`config.mk`:
```
export PLATFORM = sky130hd
export DESIGN_NAME = crc5_stream_ctrl
export DESIGN_NICKNAME = d
export VERILOG_FILES = /design/src/rtl/crc5_stream_ctrl.sv
export SDC_FILE = /design/constraint.sdc
export NUM_CORES = 1
export LEC_CHECK = 0
export CAP_MARGIN = 20
export CORE_MARGIN = 2
export CORE_UTILIZATION = 40
export CTS_BUF_LIST = sky130_fd_sc_hd__clkbuf_8
export DETAILED_ROUTE_END_ITERATION = 10
export PLACE_DENSITY = 0.69
export SLEW_MARGIN = 15
export SYNTH_ARGS = -nofsm -noshare
export SYNTH_HDL_FRONTEND = slang
export SYNTH_SLANG_ARGS = --single-unit
```
`constraint.sdc`:
```
create_clock -name clk -period 2.4 [get_ports clk]
set_input_delay 0.48 -clock clk [delete_from_list [all_inputs] [get_ports clk]]
set_output_delay 0.48 -clock clk [all_outputs]
set_load 0.05 [all_outputs]
```
`src/rtl/crc5_stream_ctrl.sv`:
```
// Frame sequencer around the nibble-parallel CRC5 step (x^5+x^2+1): accepts a
// valid/ready/last nibble stream and holds the finished CRC, length and match flag.
module crc5_stream_ctrl #(
  parameter logic [4:0]  INIT      = 5'h1F,
  parameter logic [4:0]  FINAL_XOR = 5'h1F,
  parameter int unsigned CNT_W     = 8
) (
  input  logic             clk,
  input  logic             rst_n,
  input  logic             abort,
  input  logic             s_valid,
  output logic             s_ready,
  input  logic [3:0]       s_data,
  input  logic             s_last,
  input  logic [4:0]       exp_crc,
  output logic             crc_valid,
  input  logic             crc_ready,
  output logic [4:0]       crc_out,
  output logic             crc_match,
  output logic [CNT_W-1:0] crc_cnt,
  output logic             crc_ovf
);

  typedef enum logic [1:0] {
    ST_IDLE = 2'd0,
    ST_ACC  = 2'd1,
    ST_HOLD = 2'd2
  } state_e;

  localparam logic [CNT_W-1:0] CNT_MAX  = {CNT_W{1'b1}};
  localparam logic [CNT_W-1:0] CNT_ONE  = {{(CNT_W-1){1'b0}}, 1'b1};
  localparam logic [CNT_W-1:0] CNT_ZERO = {CNT_W{1'b0}};

  // One nibble through the CRC5 LFSR, data bit 3 entering first.
  function automatic logic [4:0] crc5_step(input logic [4:0] c, input logic [3:0] d);
    logic [4:0] n;
    n[0] = c[1] ^ c[4] ^ d[0] ^ d[3];
    n[1] = c[2] ^ d[1];
    n[2] = c[1] ^ c[3] ^ c[4] ^ d[0] ^ d[2] ^ d[3];
    n[3] = c[2] ^ c[4] ^ d[1] ^ d[3];
    n[4] = c[0] ^ c[3] ^ d[2];
    return n;
  endfunction

  state_e             state_q, state_d;
  logic [4:0]         lfsr_q, lfsr_d;
  logic [CNT_W-1:0]   cnt_q, cnt_d;
  logic               ovf_q, ovf_d;
  logic               match_q, match_d;
  logic               ready_en_q;
  logic               accept_s;
  logic [4:0]         step_s;
  logic               hit_s;

  // ready_en_q keeps s_ready low until the first edge after reset release.
  assign s_ready   = ready_en_q & (state_q != ST_HOLD) & ~abort;
  assign accept_s  = s_valid & s_ready;
  assign crc_valid = (state_q == ST_HOLD);
  assign crc_out   = lfsr_q ^ FINAL_XOR;
  assign crc_match = match_q;
  assign crc_cnt   = cnt_q;
  assign crc_ovf   = ovf_q;

  always_comb begin
    step_s = crc5_step((state_q == ST_IDLE) ? INIT : lfsr_q, s_data);
    hit_s  = ((step_s ^ FINAL_XOR) == exp_crc);
  end

  always_comb begin
    state_d = state_q;
    lfsr_d  = lfsr_q;
    cnt_d   = cnt_q;
    ovf_d   = ovf_q;
    match_d = match_q;
    if (abort) begin
      state_d = ST_IDLE;
      lfsr_d  = INIT;
      cnt_d   = CNT_ZERO;
      ovf_d   = 1'b0;
      match_d = 1'b0;
    end else begin
      case (state_q)
        ST_IDLE: begin
          if (accept_s) begin
            lfsr_d  = step_s;
            cnt_d   = CNT_ONE;
            ovf_d   = 1'b0;
            state_d = s_last ? ST_HOLD : ST_ACC;
            match_d = s_last & hit_s;
          end
        end
        ST_ACC: begin
          if (accept_s) begin
            lfsr_d = step_s;
            // The counter saturates; the CRC keeps running past the limit.
            if (cnt_q == CNT_MAX) begin
              ovf_d = 1'b1;
            end else begin
              cnt_d = cnt_q + CNT_ONE;
            end
            state_d = s_last ? ST_HOLD : ST_ACC;
            match_d = s_last & hit_s;
          end
        end
        ST_HOLD: begin
          if (crc_ready) begin
            state_d = ST_IDLE;
            lfsr_d  = INIT;
            cnt_d   = CNT_ZERO;
            ovf_d   = 1'b0;
            match_d = 1'b0;
          end
        end
        default: begin
          state_d = ST_IDLE;
          lfsr_d  = INIT;
          cnt_d   = CNT_ZERO;
          ovf_d   = 1'b0;
          match_d = 1'b0;
        end
      endcase
    end
  end

  always_ff @(posedge clk or negedge rst_n) begin
    if (!rst_n) begin
      state_q    <= ST_IDLE;
      lfsr_q     <= INIT;
      cnt_q      <= CNT_ZERO;
      ovf_q      <= 1'b0;
      match_q    <= 1'b0;
      ready_en_q <= 1'b0;
    end else begin
      state_q    <= state_d;
      lfsr_q     <= lfsr_d;
      cnt_q      <= cnt_d;
      ovf_q      <= ovf_d;
      match_q    <= match_d;
      ready_en_q <= 1'b1;
    end
  end

endmodule
```
==> flow_summary.toml, run 1 <==
[synth]
ys_seq_elements = 18
synth_area_um2 = 1130
synth_top_flop_cell = "dfrtp_1"
synthArstFlopShare_pct = 100
synth_nets = 134
synth_edf_count = 0
ys_top_cells_by_count = "14 x nor2_1, 13 x dfrtp_1, 11 x nand2_1, 8 x a21oi_1"
ys_seq_area_share_pct = 40.5
postSynthAreaPerCell_um2 = 9.55
netlist_instances = 118
synth_most_common_cell = "nor2_1"
yosysTopAreaCell = "dfrtp_1"
synth_top_area_share_pct = 28.9
synth_cell_types = 38
synth_area_leaders = "dfrtp_1 29%, dfstp_2 12%, xnor2_1 5.4%"
yosysWarnings = 0

[place]
gp_congestion = 0.805
port_buffers = 31
place_hpwl_mm = 1.98

[die]
ios = 32
die_area_um2 = 3260
initial_utilization_pct = 41.6
core_um2 = 2710
die_h_um = 57.1
num_rows = 19
die_w_um = 57.1

[timing]
slew_headroom_pct = 66.8
skew_ns = 0.00335
finalHoldViolCount = 0
tns_ns = 0
fmax_ghz = 0.458
drv_slew = 0
setup_viol = 0
rsz0062_at_grt = "false"
final.period_utilization_pct = 90.9
worstMarginPinSlew_ns = 0.496
min_period_ns = 2.18

[pwr]
p_sw_mw = 0.223
power_mw = 0.770
power_frac_seq_pct = 43.0
p_comb_share_pct = 24.5
p_leak_nw = 0.665
swShare_pct = 28.9
p_int_mw = 0.547
clockPowerShare_pct = 32.5
vdd_drop_max_v = 0.000385
powerDensity_nw_per_um2 = 498

[route]
num_vias = 984
ant_nets = 0
routed_via_density = 5.32
wl_per_cell_um = 14.2
drtIter0Drc = 29
drc = 0
wl_mm = 2.62
dr.pass1.iters = 4

[finish]
fin_nets = 171
fillers = 269
insertedDiodeCount = 0
area_delta_synth_final_pct = 37.2
layout-drive-gt1-share_pct = 14.9

[cts]
cts_inserted_buffers = 3
cts_tree = "done"
cts.repair.resized = 0
ctsLongestPathBuffers = 2
clk_pin_slew_ns = 0.07
cts-root-buf = "clkbuf_8"
clock_sinks = 18
clk_latency_ns = 0.26
postCtsHoldBufs = 0
htreeDepth = 1
cts_setup_buffers = 0

[worst_setup_path]
critPathLaunchType = "flip-flop"
path_max_fanout = 14
cp.arrival_ns = 2.36
critical_path_class = "reg -> reg"
end_kind = "flip-flop"
worstPathRequired_ns = 2.58

[grt]
gr-usage-all-layers_pct = 18.3
grt_pass1_wl_mm = 4.73
grt_antenna_before_repair = 0
overflow = 0
grt_max_degree = 19
grt_pass1_vias = 1057

[hold_path]
holdCritPathClass = "reg -> reg"

[status]
run_status = "finished, final reports clean"

[flow_run]
drv_cap = 0
-- registers in the layout, summed over array words and instances (netlist names) --
name,cells
crc_ovf,1
crc_cnt,8
crc_match,1
state_q,2
lfsr_q,5
ready_en_q,1
-- worst paths after layout --
path	from	end	slack [ns]	cells past startpoint
worst min register to register	lfsr_q[0]	lfsr_q[0]	0.52	2
min in group asynchronous	rst_n	crc_cnt[6]	0.56	2
worst max-delay path	crc_cnt[0]	crc_cnt[7]	0.22	6
max in group asynchronous	rst_n	lfsr_q[4]	1.58	2
worst max register to register	crc_cnt[0]	crc_cnt[7]	0.22	6
worst min-delay path	lfsr_q[0]	lfsr_q[0]	0.52	2
-- stage by stage --
step | cells | cell area, µm² | hold slack (ns) | setup slack [ns] | utilization (%)
floorplan | 118 | 1130 | 0.184 | 0.0134 | -
global placement | 181 | 1490 | 0.498 | 0.153 | 55.0
detailed placement | 181 | 1490 | 0.510 | 0.117 | 55.0
CTS | 185 | 1550 | 0.520 | 0.212 | 57.1
global route | 185 | 1550 | 0.551 | 0.0927 | 57.1
finish | 185 | 1550 | 0.517 | 0.218 | 57.1
-- final cells by class --
class | instances | area, µm² | share of cell area, %
sequential | 18 | 457 | 29.5
clock buffer | 4 | 55.1 | 3.56
multi-input combinational | 90 | 626 | 40.5
tap | 31 | 38.8 | 2.51
inverter | 8 | 30.0 | 1.94
timing repair buffer | 34 | 340 | 22.0
-- cells in the final DEF (no fill, tap or decap), types with 4 or more instances in the layout --
cell and count:
clkdlybuf4s50_1 29, nor2_1 14, xnor2_1 7, inv_1 7, dfstp_2 5, nand2_1 11, clkbuf_8 4, xor2_1 7
or4_1 4, a21oi_1 8, dfrtp_1 13, buf_4 4
-- power groups by stage --
| stage | clock network (mW) | logic, mW | registers (mW) |
|---|---|---|---|
| 6_report | 0.251 | 0.188 | 0.331 |
| 4_1_cts | 0.257 | 0.190 | 0.331 |
| 3_3_place_gp | 0 | 0.188 | 0.336 |
| 2_1_floorplan | 0 | 0.109 | 0.344 |
| 3_5_place_dp | 0 | 0.189 | 0.337 |
| 5_1_grt | 0.270 | 0.204 | 0.334 |
-- critical path, cell delays in order (launching register included) --
cell      delay, ns
dfrtp_1        0.42
ha_1           0.24
and2_1         0.21
a311oi_4       0.33
o21ai_2        0.20
or4_1          0.52
a21oi_1        0.18
-- layer usage --
| metal | share of wire, % | GRT usage, % |
|---|---|---|
| met5 | 0 | 0 |
| met4 | 0.95 | 5.98 |
| met3 | 5.1 | 3.17 |
| met2 | 50 | 32.8 |
| met1 | 44 | 22.3 |
-- cell families after synthesis --
group / share of synthesized area, %
AND/OR/NAND/NOR: 20.0
AO/OA/AOI/OAI: 17.8
flip-flops: 40.5
XOR/XNOR: 16.3
buffers and inverters: 4.00
adder cells (fa/ha/maj): 1.11
other: 0.333
Power figures use the tool's default switching activity.
==> run 2, diff against run 1 <==
--- a/config.mk
+++ b/config.mk
@@ -11,6 +11,7 @@
 export CTS_BUF_LIST = sky130_fd_sc_hd__clkbuf_8
 export DETAILED_ROUTE_END_ITERATION = 10
 export PLACE_DENSITY = 0.69
+export REMOVE_ABC_BUFFERS = 1
 export SLEW_MARGIN = 15
 export SYNTH_ARGS = -nofsm -noshare
 export SYNTH_HDL_FRONTEND = slang
==> flow_summary.toml, run 2 (synthesized netlist as in run 1, its figures left out) <==
[worst_setup_path]
path_max_fanout = 14
end_kind = "flip-flop"
slowest_delay_ns = 0.49
critical_path_class = "reg -> reg"
cp.arrival_ns = 2.29
critPathLaunchType = "flip-flop"
worstPathRequired_ns = 2.58
cpMaxStageDelayCell = "or4_1"
cp_cell_sequence = "ha_1 -> and2_1 -> a311oi_4 -> o21ai_2 -> or4_1 -> a21oi_1"

[finish]
insertedDiodeCount = 0
layout-drive-gt1-share_pct = 16.0
final_cells = 187
final_common_cell = "clkdlybuf4s50_1"
area_delta_synth_final_pct = 38.5
post-route-util_pct = 57.6
layout_common_cells = "29 x clkdlybuf4s50_1, 14 x nor2_1, 13 x dfrtp_1"
largest_register_ffs = 8
fin_nets = 173

[flow_run]
drv_cap = 0

[hold_path]
holdCritPathClass = "reg -> reg"

[timing]
tns_ns = 0
finalHoldViolCount = 0
setup_viol = 0
rsz0062_at_grt = "false"
drv_slew = 0
fmax_ghz = 0.473
slew_headroom_pct = 66.1
skew_ns = 0.00426
final.period_utilization_pct = 88.2
worstMarginPinSlew_ns = 0.507
min_period_ns = 2.12

[route]
dr.pass1.iters = 4
wl_per_cell_um = 13.9
wl_mm = 2.61
drc = 0
routed_via_density = 5.24
drtIter0Drc = 9
ant_nets = 0
num_vias = 979

[cts]
clk_latency_ns = 0.25
cts-root-buf = "clkbuf_8"
postCtsHoldBufs = 0
clk_pin_slew_ns = 0.07
clock_sinks = 18
ctsLongestPathBuffers = 2
cts_tree = "done"
cts.repair.resized = 0
cts_setup_buffers = 0
cts_inserted_buffers = 3
htreeDepth = 1

[grt]
gr-usage-all-layers_pct = 16.9
grt_antenna_before_repair = 0
grt_pass1_wl_mm = 4.26
grt_pass1_vias = 966
grt_max_degree = 19
overflow = 0

[pwr]
p_leak_nw = 0.675
powerDensity_nw_per_um2 = 494
power_mw = 0.772
vdd_drop_max_v = 0.000380

[place]
placedCellCount = 183
place_hpwl_mm = 2.02
gp_congestion = 0.880
port_buffers = 31

[die]
num_rows = 19
ios = 32
die_area_um2 = 3260
core_um2 = 2710
die_h_um = 57.1
initial_utilization_pct = 41.6
die_w_um = 57.1

[status]
run_status = "finished, final reports clean"
[run 2: changes by cell type in the layout (fill, tap and decap cells not counted), sizes merged]
cell	delta
buf	+2
[run 2: worst max-delay path, delay by kind of cell, from the launching register on]
kind | cells | cell delay (ns)
compound gates | 3 | 0.67
fa+ha+maj | 1 | 0.23
flops | 1 | 0.42
simple gates | 2 | 0.70
[run 2: layout make-up]
| class | instances | area [µm²] |
|---|---|---|
| Clock buffer | 4 | 55.1 |
| Fill cell | 257 | 1150 |
| Inverter | 8 | 30.0 |
| Multi-Input combinational cell | 90 | 626 |
| Sequential cell | 18 | 457 |
| Tap cell | 31 | 38.8 |
| Timing Repair Buffer | 36 | 355 |
[run 2: routing by layer]
| metal | routed length [µm] | GRT usage [%] | share of wire (%) | vias up |
|---|---|---|---|---|
| met2 | 1290 | 28.7 | 49 | 31 |
| met5 | 0 | 0 | 0 | - |
| li1 | - | - | - | 488 |
| met4 | 49 | 6.98 | 1.9 | 0 |
| met1 | 1110 | 20.4 | 43 | 453 |
| met3 | 157 | 4.08 | 6.0 | 7 |
[run 2: through the flow]
stage	hold WS, ns	setup WS (ns)	area [µm²]
2_1_floorplan	0.184	0.0134	1110
3_3_place_gp	0.510	0.155	1510
3_5_place_dp	0.512	0.128	1510
4_1_cts	0.530	0.275	1560
5_1_grt	0.550	0.169	1560
6_report	0.519	0.284	1560
[run 2: final timing paths]
path                            slack [ns]       start    endpoint  cells after the start
worst max-delay path                  0.28  crc_cnt[0]  crc_cnt[5]                      6
worst min-delay path                  0.52     crc_ovf     crc_ovf                      2
worst max register to register        0.28  crc_cnt[0]  crc_cnt[5]                      6
worst min register to register        0.52     crc_ovf     crc_ovf                      2
max in group asynchronous             1.58       rst_n   lfsr_q[0]                      2
min in group asynchronous             0.55       rst_n  state_q[0]                      2
[run 2: report_power, final]
group | internal [mW] | leakage (nW) | total (mW) | switching [mW]
sequential | 0.318 | 0.230 | 0.332 | 0.0138
combinational | 0.0886 | 0.416 | 0.195 | 0.106
clock | 0.146 | 0.0288 | 0.245 | 0.0996
